<file path="config.mk">
export PLATFORM = sky130hd
export DESIGN_NAME = tile_draw_scheduler
export DESIGN_NICKNAME = d
export VERILOG_FILES = /design/src/rtl/tile_draw_scheduler.sv
export SDC_FILE = /design/constraint.sdc
export NUM_CORES = 1
export LEC_CHECK = 0
export BUFFER_PORTS_ARGS = -buffer_cell sky130_fd_sc_hd__buf_4
export CAP_MARGIN = 30
export CORE_ASPECT_RATIO = 1.2
export CORE_UTILIZATION = 41
export CTS_BUF_LIST = sky130_fd_sc_hd__clkbuf_16
export DETAILED_ROUTE_END_ITERATION = 7
export GPL_TIMING_DRIVEN = 0
export PLACE_DENSITY = 0.86
export SYNTH_ARGS = -nofsm -noshare
export SYNTH_HDL_FRONTEND = slang
export SYNTH_SLANG_ARGS = --single-unit
</file>
<file path="constraint.sdc">
create_clock -name clock -period 1.9 [get_ports clock]
set_input_delay 0.19 -clock clock [delete_from_list [all_inputs] [get_ports clock]]
set_output_delay 0.19 -clock clock [all_outputs]
set_load 0.02 [all_outputs]
</file>
<file path="src/rtl/tile_draw_scheduler.sv">
// tile_draw_scheduler: arbitrates per-lane tile draw requests (round-robin) and
// an optional lane-line clear request between a block-draw engine and a
// line-draw engine, running one job at a time with a one-cycle DONE handshake.
// Optional feature: define TILE_DRAW_LINE_CLEAR_EN to enable the line-clear path;
// without it the line inputs are ignored and line_go/line_ack are tied low.
module tile_draw_scheduler #(
    parameter logic [2:0] BLOCK_COLOUR = 3'b111,
    parameter logic [2:0] LINE_COLOUR  = 3'b000
) (
    input  logic        clock,
    input  logic        reset,
    input  logic [3:0]  req,
    input  logic [23:0] lane_offset,
    input  logic        line_req,
    input  logic [2:0]  line_lane,
    input  logic        block_done,
    input  logic        line_done,
    output logic        block_go,
    output logic        line_go,
    output logic [2:0]  line_id,
    output logic [5:0]  offset,
    output logic [3:0]  ack,
    output logic        line_ack,
    output logic        busy,
    output logic        plot,
    output logic [2:0]  colour
);

    typedef enum logic [1:0] {
        IDLE      = 2'd0,
        BLOCK_RUN = 2'd1,
        LINE_RUN  = 2'd2,
        DONE      = 2'd3
    } state_t;

    state_t      state_q, state_d;
    logic [1:0]  rrPtr_q, rrPtr_d;
    logic        lastLine_q, lastLine_d;
    logic [1:0]  grantLane_q, grantLane_d;
    logic [2:0]  lineId_q, lineId_d;
    logic [5:0]  offset_q, offset_d;

    logic        lineReqEn;
    logic        lineDoneEn;
    logic [2:0]  lineLaneIn;

`ifdef TILE_DRAW_LINE_CLEAR_EN
    assign lineReqEn  = line_req;
    assign lineDoneEn = line_done;
    assign lineLaneIn = line_lane;
`else
    logic unusedLineInputs;
    assign lineReqEn        = 1'b0;
    assign lineDoneEn       = 1'b0;
    assign lineLaneIn       = 3'b010;
    assign unusedLineInputs = ^{line_req, line_lane, line_done};
`endif

    logic [5:0] laneOff [4];
    logic       blockFound;
    logic [1:0] blockWinner;
    logic [1:0] searchIdx;
    logic [2:0] lineLaneFix;

    // Unpack lane offsets and find the first requesting lane at or after the RR pointer
    always_comb begin
        blockFound  = 1'b0;
        blockWinner = rrPtr_q;
        searchIdx   = rrPtr_q;
        for (int i = 0; i < 4; i++) begin
            laneOff[i] = lane_offset[6*i +: 6];
        end
        for (int i = 0; i < 4; i++) begin
            searchIdx = rrPtr_q + 2'(i);
            if (!blockFound && req[searchIdx]) begin
                blockFound  = 1'b1;
                blockWinner = searchIdx;
            end
        end
    end

    // State and job-context registers; context is captured only when leaving IDLE
    always_ff @(posedge clock) begin
        if (reset) begin
            state_q     <= IDLE;
            rrPtr_q     <= 2'd0;
            lastLine_q  <= 1'b0;
            grantLane_q <= 2'd0;
            lineId_q    <= 3'b001;
            offset_q    <= 6'd0;
        end else begin
            state_q     <= state_d;
            rrPtr_q     <= rrPtr_d;
            lastLine_q  <= lastLine_d;
            grantLane_q <= grantLane_d;
            lineId_q    <= lineId_d;
            offset_q    <= offset_d;
        end
    end

    // Next-state: arbitrate in IDLE (line first unless it just ran and blocks wait)
    always_comb begin
        state_d     = state_q;
        rrPtr_d     = rrPtr_q;
        lastLine_d  = lastLine_q;
        grantLane_d = grantLane_q;
        lineId_d    = lineId_q;
        offset_d    = offset_q;
        lineLaneFix = ((lineLaneIn != 3'd0) && (lineLaneIn <= 3'd4)) ? lineLaneIn : 3'b010;
        case (state_q)
            IDLE: begin
                if (lineReqEn && !(lastLine_q && (|req))) begin
                    state_d    = LINE_RUN;
                    lastLine_d = 1'b1;
                    lineId_d   = lineLaneFix;
                    offset_d   = laneOff[lineLaneFix[1:0] - 2'd1];
                end else if (blockFound) begin
                    state_d     = BLOCK_RUN;
                    lastLine_d  = 1'b0;
                    grantLane_d = blockWinner;
                    lineId_d    = {1'b0, blockWinner} + 3'd1;
                    offset_d    = laneOff[blockWinner];
                    rrPtr_d     = blockWinner + 2'd1;
                end
            end
            BLOCK_RUN: begin
                if (block_done) begin
                    state_d = DONE;
                end
            end
            LINE_RUN: begin
                if (lineDoneEn) begin
                    state_d = DONE;
                end
            end
            DONE: begin
                state_d = IDLE;
            end
            default: begin
                state_d = IDLE;
            end
        endcase
    end

    // Outputs decoded from the current state and latched job context
    always_comb begin
        block_go = 1'b0;
        line_go  = 1'b0;
        ack      = 4'b0000;
        line_ack = 1'b0;
        busy     = (state_q != IDLE);
        plot     = 1'b0;
        colour   = 3'b000;
        case (state_q)
            BLOCK_RUN: begin
                block_go = 1'b1;
                plot     = !block_done;
                colour   = BLOCK_COLOUR;
            end
            LINE_RUN: begin
`ifdef TILE_DRAW_LINE_CLEAR_EN
                line_go  = 1'b1;
                plot     = !lineDoneEn;
                colour   = LINE_COLOUR;
`endif
            end
            DONE: begin
                if (lastLine_q) begin
`ifdef TILE_DRAW_LINE_CLEAR_EN
                    line_ack = 1'b1;
`endif
                end else begin
                    ack = 4'b0001 << grantLane_q;
                end
            end
            default: begin
                busy = (state_q != IDLE);
            end
        endcase
    end

    assign line_id = lineId_q;
    assign offset  = offset_q;

endmodule

</file>
==> results.py <==
metrics = {
    "status": {
        "outcome": "completed",
    },
    "logic_synthesis": {
        "ys.flop_type": "dfxtp_1",
        "synthCells": 103,
        "synth_top_area_frac": 0.319,
        "syn-cell-area_um2": 878,
        "yosysSeqAreaShare": 0.319,
        "yosysWarnings": 0,
        "yosysUniqueCellTypes": 28,
        "ys_top_cells_by_area": "dfxtp_1, mux2i_1, nand3b_1",
        "avgSynthCellArea_um2": 8.53,
        "ys_ff_latch": 14,
        "synth_edf_count": 0,
        "yosysTopAreaCell": "dfxtp_1",
        "synthArstFlopShare": 0,
    },
    "global_route": {
        "grt-ovfl-total": 0,
        "grt_usage": 0.220,
        "grt_max_degree": 11,
        "grt_pass1_vias": 885,
        "antenna_found_initial": 0,
        "grt_pass1_wl_um": 3780,
    },
    "job": {
        "max_cap_viol_count": 0,
    },
    "clock_network": {
        "clkSlewWorstSetupHoldPaths_ns": 0.05,
        "cts_resized": 0,
        "cts_inserted_buffers": 3,
        "insertion_delay_ns": 0.24,
        "ctsHoldBuffers": 0,
        "cts.sinks": 14,
        "htreeDepth": 1,
        "postCtsSetupBuffers": 0,
        "clock_path_buffers": 2,
        "cts_tree": "done",
        "clockRootBuffer": "clkbuf_16",
    },
    "sta": {
        "finalClockSkew_ns": 0.00160,
        "fmax_mhz": 583,
        "final_max_slew_viol_count": 0,
        "rsz0062_at_grt": "false",
        "setup-tns-final_ns": 0,
        "finalCriticalPeriod_ns": 1.71,
        "setup_viol": 0,
        "finalHoldViolCount": 0,
        "post-route-period-util": 0.902,
    },
    "critical_path": {
        "cp-start-kind": "flop",
        "required_ns": 2.01,
        "crit_type": "flop to flop",
        "critPathBufInv": 1,
        "max_stage_delay_ns": 0.38,
        "cp_cell_sequence": "or3_1 > nand4b_1 > nand2_2 > buf_6 > ha_1 > nand2_1 > a21oi_1",
        "critPathTopFamily": "simple AND/OR/NAND/NOR gates",
        "path_max_fanout": 10,
        "worstPathArrival_ns": 1.83,
        "cpMaxStageDelayCell": "or3_1",
        "end_kind": "flop",
        "reg2reg_slack_ns": 0.19,
    },
    "routing": {
        "drt-total-wl_um": 2230,
        "first_pass_iters": 6,
        "drc_errors": 0,
        "drt_iter0_markers": 22,
        "via_per_inst": 4.90,
        "num_vias": 917,
        "post_drt_wl_per_cell_um": 11.9,
        "antenna_left": 0,
    },
    "placement": {
        "post-dp-hpwl_um": 1750,
        "globalplace.congestion": 0.765,
        "io_buffer_count": 49,
    },
    "floorplanning": {
        "start_util": 0.429,
        "rows": 18,
        "design.die.area_mm2": 0.00233,
        "die_y_um": 52.7,
        "die-width_um": 44.3,
        "ios": 57,
        "fp.coreArea_mm2": 0.00205,
    },
    "pwr": {
        "power_mw": 1.16,
        "p_per_area_mw_per_mm2": 846,
        "max-vdd-ir-drop_v": 0.000507,
        "p_leak_nw": 0.639,
    },
    "layout": {
        "layout.cells.most_common": "buf_4",
        "antenna_cells": 0,
        "final_cell_mix": "buf_4, dfxtp_1, mux2i_1",
        "nets": 195,
        "syn_to_final_growth_pct": 55.6,
        "utilization": 0.667,
        "drive_gt1_frac": 0.427,
    },
    "min_path": {
        "hp-class": "input port to flop",
    },
}
registers in the layout, summed over array words and instances, names as in the netlist:
| signal | count |
|---|---|
| offset | 6 |
| state_q | 2 |
| grantLane_q | 2 |
| line_id | 3 |
| rrPtr_q | 1 |
metrics by stage:
stage / std cells / setup slack [ns] / cell area (um^2) / hold slack [ns]
final: 187 / 0.186 / 1370 / 0.214
after global routing: 187 / 0.0675 / 1370 / 0.250
after CTS: 187 / 0.201 / 1370 / 0.205
after detailed placement: 183 / 0.205 / 1290 / 0.455
after global placement: 183 / 0.253 / 1290 / 0.432
after floorplan: 104 / 0.337 / 882 / 0.329
worst reg2reg max path, stage by stage (launching register included):
cell      delay [ns]
dfxtp_1         0.37
or3_1           0.38
nand4b_1        0.12
nand2_2         0.14
buf_6           0.19
ha_1            0.27
nand2_1         0.06
a21oi_1         0.05
synth_stat cells, drive strengths merged (2+ instances only):
master,instances
nand2,12
o221ai,6
and2,2
nor3,5
mux2i,12
nor2,9
a21oi,6
buf,9
nand2b,3
inv,2
nor2b,5
nand3b,7
dfxtp,14
report_power, final:
group	switching, mW	leakage [nW]	internal, mW	total [mW]
Sequential	0.0310	0.115	0.333	0.364
Combinational	0.195	0.485	0.198	0.393
Clock	0.121	0.0385	0.278	0.399
per-layer routing:
| layer | wire length [um] | vias up | GRT usage | part of all wire |
|---|---|---|---|---|
| li1 | - | 462 | - | - |
| met1 | 887 | 404 | 0.229 | 0.40 |
| met2 | 1150 | 46 | 0.400 | 0.51 |
| met3 | 159 | 5 | 0.0655 | 0.071 |
| met4 | 37 | 0 | 0.0960 | 0.017 |
| met5 | 0 | - | 0 | 0 |
final timing paths:
path | cells after the start | endpoint | start
min | 3 | state_q[1] | block_done
max reg2reg | 7 | line_id[1] | line_id[1]
min reg2reg | 2 | grantLane_q[1] | grantLane_q[1]
max | 7 | line_id[1] | line_id[1]
final cells by class:
class / count / area, um^2
well taps: 30 / 37.5
flip-flops and latches: 14 / 280
multi-input cells: 78 / 518
inverters: 2 / 7.51
clock inverters: 1 / 3.75
repair buffers: 49 / 368
fillers: 171 / 683
clock buffers: 3 / 75.1
plain buffers: 10 / 76.3
cells by family (layout without fill, tap and decap cells):
group | Yosys count | in the layout | share of synthesized area
AOI/OAI and AO/OA | 16 | 16 | 0.125
adders and majority gates | 1 | 1 | 0.0142
buffers and inverters | 12 | 65 | 0.0954
DFF | 14 | 14 | 0.319
muxes | 12 | 12 | 0.137
other | 1 | 2 | 0.00427
and+or+nand+nor | 47 | 47 | 0.305
No activity file was read; power rests on OpenSTA's default activity.
